`config.mk`:
```
export PLATFORM = sky130hd
export DESIGN_NAME = smvm_issue_ctrl
export DESIGN_NICKNAME = d
export VERILOG_FILES = /design/src/rtl/smvm_issue_ctrl.sv
export SDC_FILE = /design/constraint.sdc
export NUM_CORES = 1
export LEC_CHECK = 0
export BUFFER_PORTS_ARGS = -buffer_cell sky130_fd_sc_hd__buf_4
export CAP_MARGIN = 20
export CORE_MARGIN = 3
export CORE_UTILIZATION = 40
export CTS_CLUSTER_DIAMETER = 40
export DETAILED_ROUTE_END_ITERATION = 10
export PLACE_DENSITY = 0.54
export REMOVE_ABC_BUFFERS = 1
export SLEW_MARGIN = 20
export SYNTH_ARGS = -nofsm -noshare
export SYNTH_HDL_FRONTEND = slang
export SYNTH_SLANG_ARGS = --single-unit
export TNS_END_PERCENT = 100
```
`constraint.sdc`:
```
create_clock -name clk -period 5.12 [get_ports clk]
set_input_delay 0.512 -clock clk [delete_from_list [all_inputs] [get_ports clk]]
set_output_delay 0.512 -clock clk [all_outputs]
set_load 0.02 [all_outputs]
```
`src/rtl/smvm_issue_ctrl.sv`:
```
// Front-end issue controller for the K-lane SpMV datapath: parses the input
// stream, stores the dense vector and packs nonzeros into K-lane issue words.
module smvm_issue_ctrl #(
  parameter int unsigned K      = 4,
  parameter int unsigned VDEPTH = 128
) (
  input  logic           clk,
  input  logic           rst_n,
  input  logic           in_valid,
  output logic           in_ready,
  input  logic [1:0]     in_type,
  input  logic [7:0]     in_data,
  input  logic [6:0]     in_col,
  input  logic           in_eor,
  output logic           iss_valid,
  input  logic           iss_ready,
  output logic [8*K-1:0] iss_val,
  output logic [8*K-1:0] iss_vec,
  output logic [K-1:0]   iss_ipv,
  output logic [K-1:0]   iss_lane_en,
  input  logic           res_valid,
  output logic           busy,
  output logic           done,
  output logic           err
);
  localparam int unsigned DW = 8;
  localparam int unsigned AW = $clog2(VDEPTH);
  localparam int unsigned LW = (K > 1) ? $clog2(K) : 1;
  localparam logic [LW-1:0] LANE_LAST = LW'(K - 1);

  localparam logic [1:0] S_IDLE  = 2'd0;
  localparam logic [1:0] S_VEC   = 2'd1;
  localparam logic [1:0] S_NZ    = 2'd2;
  localparam logic [1:0] S_DRAIN = 2'd3;

  localparam logic [1:0] T_HDR = 2'd0;
  localparam logic [1:0] T_VEC = 2'd1;
  localparam logic [1:0] T_NZ  = 2'd2;
  localparam logic [1:0] T_END = 2'd3;

  logic [1:0]           state, state_nxt;
  logic                 alive_q;
  logic [DW-1:0]        rows, cols, vec_cnt, eor_cnt, res_cnt;
  logic [LW-1:0]        lane_cnt, lane_idx;
  logic [K-1:0][DW-1:0] acc_val, acc_vec, w_val, w_vec;
  logic [K-1:0]         acc_ipv, w_ipv, w_en;
  logic [DW-1:0]        vec_mem [VDEPTH];
  logic [DW-1:0]        operand;
  logic                 col_ok, out_free, beat;
  logic                 hdr_ld, vec_wr, nz_acc, word_full, flush, err_nxt, done_nxt;

  assign out_free  = !iss_valid || iss_ready;
  assign col_ok    = DW'(in_col) < cols;
  assign operand   = col_ok ? vec_mem[AW'(in_col)] : '0;
  assign lane_idx  = LANE_LAST - lane_cnt;
  assign word_full = nz_acc && (lane_cnt == LANE_LAST);
  assign busy      = (state != S_IDLE);

  always_ff @(posedge clk or negedge rst_n) begin
    if (!rst_n) state <= S_IDLE;
    else        state <= state_nxt;
  end

  // Next state, beat acceptance and per-beat actions
  always_comb begin
    state_nxt = state;
    in_ready  = 1'b0;
    beat      = 1'b0;
    hdr_ld    = 1'b0;
    vec_wr    = 1'b0;
    nz_acc    = 1'b0;
    flush     = 1'b0;
    err_nxt   = 1'b0;
    done_nxt  = 1'b0;
    case (state)
      S_IDLE: begin
        in_ready = alive_q;
        beat     = in_valid && in_ready;
        if (beat) begin
          if (in_type == T_HDR && in_data != '0) begin
            hdr_ld    = 1'b1;
            state_nxt = S_VEC;
          end else begin
            err_nxt = 1'b1;
          end
        end
      end
      S_VEC: begin
        in_ready = 1'b1;
        beat     = in_valid;
        if (beat) begin
          if (in_type == T_VEC) begin
            vec_wr = 1'b1;
            if (vec_cnt == cols - DW'(1)) state_nxt = S_NZ;
          end else begin
            err_nxt = 1'b1;
          end
        end
      end
      S_NZ: begin
        if (in_type == T_NZ)       in_ready = (lane_cnt != LANE_LAST) || out_free;
        else if (in_type == T_END) in_ready = out_free;
        else                       in_ready = 1'b1;
        beat = in_valid && in_ready;
        if (beat) begin
          if (in_type == T_NZ) begin
            nz_acc  = 1'b1;
            err_nxt = !col_ok;
          end else if (in_type == T_END) begin
            flush     = (lane_cnt != '0);
            state_nxt = S_DRAIN;
            err_nxt   = (eor_cnt != rows);
          end else begin
            err_nxt = 1'b1;
          end
        end
      end
      default: begin
        if (!iss_valid && res_cnt == rows) begin
          done_nxt  = 1'b1;
          state_nxt = S_IDLE;
        end
      end
    endcase
  end

  // Candidate issue word: accumulated lanes plus the lane filled this cycle
  always_comb begin
    w_val = acc_val;
    w_vec = acc_vec;
    w_ipv = acc_ipv;
    w_en  = '0;
    if (nz_acc) begin
      w_val[lane_idx] = in_data;
      w_vec[lane_idx] = operand;
      w_ipv[lane_idx] = in_eor;
    end
    for (int i = 0; i < K; i++) begin
      w_en[K-1-i] = word_full || (LW'(i) < lane_cnt);
    end
  end

  always_ff @(posedge clk or negedge rst_n) begin
    if (!rst_n) begin
      alive_q     <= 1'b0;
      rows        <= '0;
      cols        <= '0;
      vec_cnt     <= '0;
      eor_cnt     <= '0;
      res_cnt     <= '0;
      lane_cnt    <= '0;
      acc_val     <= '0;
      acc_vec     <= '0;
      acc_ipv     <= '0;
      iss_valid   <= 1'b0;
      iss_val     <= '0;
      iss_vec     <= '0;
      iss_ipv     <= '0;
      iss_lane_en <= '0;
      done        <= 1'b0;
      err         <= 1'b0;
    end else begin
      alive_q <= 1'b1;
      err     <= err_nxt;
      done    <= done_nxt;
      if (hdr_ld) begin
        rows     <= in_data;
        cols     <= DW'(in_col) + DW'(1);
        vec_cnt  <= '0;
        eor_cnt  <= '0;
        res_cnt  <= '0;
        lane_cnt <= '0;
        acc_val  <= '0;
        acc_vec  <= '0;
        acc_ipv  <= '0;
      end
      if (vec_wr) vec_cnt <= vec_cnt + DW'(1);
      if (nz_acc) begin
        lane_cnt <= lane_cnt + LW'(1);
        if (in_eor) eor_cnt <= eor_cnt + DW'(1);
      end
      // A completed or flushed word always lands in the issue register
      if (word_full || flush) begin
        lane_cnt    <= '0;
        acc_val     <= '0;
        acc_vec     <= '0;
        acc_ipv     <= '0;
        iss_valid   <= 1'b1;
        iss_val     <= w_val;
        iss_vec     <= w_vec;
        iss_ipv     <= w_ipv;
        iss_lane_en <= w_en;
      end else begin
        if (nz_acc) begin
          acc_val <= w_val;
          acc_vec <= w_vec;
          acc_ipv <= w_ipv;
        end
        if (iss_ready) begin
          iss_valid   <= 1'b0;
          iss_val     <= '0;
          iss_vec     <= '0;
          iss_ipv     <= '0;
          iss_lane_en <= '0;
        end
      end
      if (res_valid && state != S_IDLE && res_cnt != rows) res_cnt <= res_cnt + DW'(1);
    end
  end

  // Dense vector storage, deliberately left uninitialised across reset
  always_ff @(posedge clk) begin
    if (vec_wr) vec_mem[AW'(vec_cnt)] <= in_data;
  end

endmodule

```
# After elaboration in Yosys (flattened, before gate mapping)
# Memory sizes are Yosys's and may differ from the RTL's.
# Index checks and enable logic that the tools add are counted.
[totals] wordCells=162 mem_count=1 mem_bits_rw=1024 in_bits=23 register_bits=188 output_inout_bits=77 latchBits=0 romBits=0
[op_classes] mux=75 n_eq_ne=19 magnitude_cmp=7 n_reduce_logical=29 multipliers=0 bitwise=0 n_shift=0 div=0 n_addsub=7
[mem_list] name="vec_mem" words=128 word_bits=8 read_ports=1 rd_ports_with_merged_regs=0 write_ports=1 line_no="47" rtl="logic [DW-1:0] vec_mem [VDEPTH];"
[op_table] op="$mux 32" count=10
[op_table] op="$bwmux 32" count=2
[op_table] op="$mux 8" count=8
[op_table] op="$mux 1" count=30
[op_table] op="$mux 4" count=7
[op_table] op="$add 8x1->8 const B" count=3
[op_table] op="$mux 2" count=12
[op_table] op="$ne 2x2->1 const B" count=9
[op_table] op="$demux 8 s2" count=1
[op_table] op="$eq 8x8->1" count=2
[op_table] op="$ne 8x8->1" count=2
[op_table] op="$reduce_bool 2->1" count=5
[op_table] op="$reduce_and 9->1" count=1
[op_table] op="$add 7x1->8 const B" count=1
[op_table] op="$eq 2x2->1 const B" count=4
[op_table] op="$logic_and 1x1->1" count=8
[op_table] op="$lt 7x8->1" count=1
[op_table] op="$reduce_bool 8->1" count=1
[op_table] op="$sub 8x1->8 const B" count=1
[op_table] op="$logic_or 1x1->1" count=7
[op_table] op="$pmux 1 s3" count=2
[op_table] op="$pmux 2 s3" count=1
[op_table] op="$bwmux 4" count=1
[op_table] op="$eq 2x1->1 const B" count=2
[op_table] op="12 further kinds" count=16

# Depth between registers and ports, before layout
[depth] ltp_word=11 depth_mapped=13

# Least setup slack after synthesis
# OpenSTA, ideal clock, no wires.
[synth_timing] path_kind="input-to-reg" start="input in_col[1]" end="register iss_vec[0]" arrival_time_ps=2994 setup_slack_ps=2000 required_time_ps=4994 cell_stages=12 path_buffers=6 setup_time_ps=126 path_cell_list="buf_2 -> buf_6 -> buf_2 -> buf_2 -> buf_2 -> buf_2 -> mux4_2 -> a22oi_1 -> nand2_1 -> a22oi_1 -> o211ai_1 -> a221o_1"
[synth_between] elab_chain_len=5 elab_cells_between_ends=6 classes_between="order compare (1); mux (4); memory (1)"
[synth_lines] item="start: declaration" line_no="13" rtl="input logic [6:0] in_col,"
[synth_lines] item="$mem_v2 128x8 / $lt 7x8->1 (equally long branches)"
[synth_lines] item="$mux 8 (*)" line_no="54" rtl="assign operand = col_ok ? vec_mem[AW'(in_col)] : '0;"
[synth_lines] item="$bwmux 32 (*)" line_no="135" rtl="w_vec[lane_idx] = operand;"
[synth_lines] item="$mux 32 (*)" line_no="133" rtl="if (nz_acc) begin"
[synth_lines] item="$mux 32 (*)" line_no="183" rtl="if (word_full || flush) begin"
[synth_lines] item="end signal: assignment" line_no="190" rtl="iss_vec <= w_vec;"
[synth_lines] item="end: declaration" line_no="18" rtl="output logic [8*K-1:0] iss_vec,"
# Mark *: on every way between the ends. The rest lies on a longest branch, timed or not.
# A chain may end at the register's enable or synchronous reset.

# Final worst setup path
[layout_timing] start="register cols[5]" end="register iss_vec[10]"
[layout_between] elab_chain_len=5
[layout_lines] item="start: declaration" line_no="43" rtl="logic [DW-1:0] rows, cols, vec_cnt, eor_cnt, res_cnt;"
[layout_lines] item="start signal: assignment" line_no="168" rtl="cols <= DW'(in_col) + DW'(1);"
[layout_lines] item="$lt 7x8->1" line_no="53" rtl="assign col_ok = DW'(in_col) < cols;"
[layout_lines] item="$mux 8" line_no="54"
[layout_lines] item="$bwmux 32" line_no="135"
[layout_lines] item="$mux 32" line_no="133"
[layout_lines] item="$mux 32" line_no="183"
# Every way passes these cells.

==> results.json <==
{
  "crit_end": "iss_vec[10]$_DFFE_PN0P_",
  "cts_root_buf": "clkbuf_16",
  "skew_ns": 0.0288,
  "gp_congestion": 0.803,
  "intPower_uw": 18600,
  "cap_violations": 0,
  "crit_type": "flip-flop to flip-flop",
  "post-cts-setup-buffers": 0,
  "pin_count": 100,
  "synth_flop_cell": "edfxtp_1",
  "syn_inst": 2656,
  "drt_iter0_markers": 2662,
  "syn_area_um2": 48300,
  "io_buffers": 99,
  "syn_avg_cell_area_um2": 18.2,
  "clkPwrFrac_pct": 47.2,
  "grt_overflow": 0,
  "grt_max_degree": 111,
  "status": "completed",
  "dp_cells": 4250,
  "utilization_pct": 47.5,
  "fp.dieArea_um2": 125000,
  "muxShareOfSynthArea_pct": 13.3,
  "fin_crit_ns": 3.89,
  "antenna_found_initial": 4,
  "area_delta_synth_final_pct": 17.1,
  "hold_buffers": 1,
  "num_antenna_cells": 0,
  "dpl_worst_slack_ns": 0.731,
  "worstHoldPathType": "input port to flip-flop",
  "r2r_cells": 10,
  "final.setup.worst_slack_ns": 1.23,
  "cts_buffers": 162,
  "seq_power_share_pct": 45.2,
  "ys_seq_area_share_pct": 73.3,
  "rows": 126,
  "regToRegStartpoint": "cols[5]$_DFFE_PN0P_",
  "ir_worst_vdd_v": 0.000228,
  "synth_simple_gate_area_share_pct": 5.20,
  "synth_fa_ha_area_share_pct": 0.518,
  "rsz0062_at_grt": "false",
  "critPathLaunch": "cols[5]$_DFFE_PN0P_",
  "fmax_ghz": 0.257,
  "hold_viol": 0,
  "p_sw_share_pct": 23.4,
  "insertion_delay_ns": 0.79,
  "comb_power_share_pct": 7.6,
  "postLayoutCellArea_um2": 56600,
  "clk_pin_slew_ns": 0.06,
  "wl_per_cell_um": 27.9,
  "leakage_uw": 0.0194,
  "antenna_left": 0,
  "synth_warnings": 0,
  "synth_async_sr_flop_share_pct": 15.5,
  "core_um2": 119000,
  "clock_sinks": 1212,
  "finalMaxSlewViolations": 0,
  "synth_top_family_by_area": "multiplexers",
  "finalSetupTns_ns": 0,
  "fill_cells": 9899,
  "crit_fanout": 8,
  "viasPerCell": 5.75,
  "die_h_um": 354,
  "clockBufferDepth": 3,
  "drc": 0,
  "h-tree-depth": 4,
  "max-slew-margin-rel_pct": 28.6,
  "grt.total_usage_pct": 20.3,
  "ys_ff_latch": 1212,
  "synth.distinct_cells": 61,
  "tightestPinTransition_ns": 1.04,
  "crit_path_start_kind": "flip-flop",
  "vias": 26100,
  "worstSetupEndpointType": "flip-flop",
  "synth_xor_area_share_pct": 0.580,
  "fin_crit_sh_pct": 76.0,
  "die_w_um": 354,
  "tritoncts": "yes",
  "grt_pass1_vias": 26700,
  "synth-compound-area-share_pct": 5.36,
  "required_ns": 5.81,
  "dp_hpwl_um": 77500,
  "drive_above_1_share_pct": 23.9,
  "cp_data_arrival_time_ns": 4.59,
  "powerDensity_nw_per_um2": 430,
  "wl_um": 127000,
  "reg2reg_to": "iss_vec[10]$_DFFE_PN0P_",
  "fin_cells": 4543,
  "nets": 2858,
  "grt_pass1_wl_um": 188000,
  "switchingPower_uw": 5700,
  "setup_viol": 0,
  "placed_area_um2": 51000,
  "first_pass_iters": 5,
  "cts_resized": 0,
  "initial_utilization_pct": 40.6,
  "r2r_slack_ns": 1.23,
  "synth_edf_count": 1024
}
[through the flow]
stage	hold WS, ns	power, uW
CTS	0.00981	24500
finish	0.0739	24300
global placement	0.477	13000
detailed placement	0.480	13000
floorplan	0.216	12100
global route	0.0529	25100
[synth_stat cells, drive strengths merged (17+ instances only)]
| cell | n | area (um^2) |
|---|---|---|
| edfxtp | 1024 | 30700 |
| mux4 | 244 | 5500 |
| dfrtp | 188 | 4700 |
| nor2 | 174 | 653 |
| nand2 | 118 | 443 |
| clkbuf | 96 | 360 |
| mux2i | 81 | 811 |
| o21ai | 76 | 380 |
| buf | 75 | 402 |
| a22oi | 71 | 533 |
| a22o | 64 | 561 |
| nor2b | 42 | 263 |
| nand3b | 37 | 278 |
| nand3 | 35 | 175 |
| a221o | 33 | 330 |
| nor3b | 30 | 225 |
| a21oi | 27 | 135 |
| xnor2 | 26 | 228 |
| ha | 20 | 250 |
| inv | 20 | 75.1 |
| nor3 | 17 | 85.1 |
[worst min path at each step]
stage                                       from                     end  slack (ns)  cells past startpoint
final                                   in_valid           err$_DFF_PN0_        0.07                      2
after global routing                    in_valid           err$_DFF_PN0_        0.05                      2
after CTS                               in_valid           err$_DFF_PN0_        0.01                      2
after detailed placement  acc_vec[3]$_DFFE_PN0P_  acc_vec[3]$_DFFE_PN0P_        0.48                      1
after global placement    acc_vec[6]$_DFFE_PN0P_  acc_vec[6]$_DFFE_PN0P_        0.48                      1
after floorplan                            rst_n  acc_ipv[0]$_DFFE_PN0P_        0.22                      0
[kinds of logic (layout without fill, tap and decap cells)]
kind of cell / after synthesis / after routing
simple gates: 513 / 513
flops: 1212 / 1212
xor+xnor: 32 / 32
buf+inv: 191 / 478
other cells: 1 / 1
compound gates: 353 / 353
fa+ha+maj: 20 / 20
mux: 334 / 334
[power groups by stage]
stage	clock (uW)	combinational, uW	sequential [uW]
6_report	11500	1840	11000
5_1_grt	12100	2000	11000
4_1_cts	11700	1860	11000
3_5_place_dp	0	1850	11200
3_3_place_gp	0	1820	11200
2_1_floorplan	0	954	11200
[state kept, by name, summed over array words and instances, names as in the netlist]
signal and cells:
acc_ipv 4, res_cnt 8, iss_val 32, state 2
cols 8, iss_ipv 4, acc_vec 32, eor_cnt 8
done 1, alive_q 1, iss_lane_en 4, iss_vec 32
iss_valid 1, vec_mem 1024, vec_cnt 8, rows 8
err 1, acc_val 32, lane_cnt 2
[layout by cell type, fill, tap and decap left out, types with 14 or more instances in the layout]
master	n
buf_4	153
nand3_1	35
nor3_1	17
nor2b_1	39
a21oi_1	27
clkinv_4	17
dfrtp_1	188
clkbuf_16	167
inv_1	20
clkinv_1	14
a22oi_1	71
a221o_1	33
o21ai_0	72
edfxtp_1	1024
nand2_1	112
and3_1	14
clkinvlp_4	14
inv_6	16
xnor2_1	26
nand3b_1	37
mux2i_1	81
a22o_1	64
bufinv_16	22
mux4_2	244
clkinv_2	22
nor2_1	173
ha_1	20
nor3b_1	30
[layer usage]
metal  wire length [um]  GRT usage [%]
met5                  0              0
met4               3420           6.42
met3               8080           3.67
met2              60200           32.1
met1              54900           28.9
[critical path, stage by stage, from the launching register on]
cell	delay [ns]
dfrtp_1	0.38
inv_1	0.09
ha_1	0.29
a211oi_1	0.24
o32ai_1	0.11
a21oi_1	0.53
buf_4	0.25
nand2_1	0.20
a2111oi_0	0.94
or4b_1	0.53
a221o_1	0.24
[layout make-up]
class	instances	area (um^2)	share of cell area [%]
timing repair buffer	166	1370	2.43
multi-input combinational	1253	12100	21.4
clock inverter	112	1340	2.37
sequential	1212	35500	62.7
clock buffer	180	4230	7.47
inverter	20	75.1	0.133
tap	1600	2000	3.54
Power figures use the tool's default switching activity.
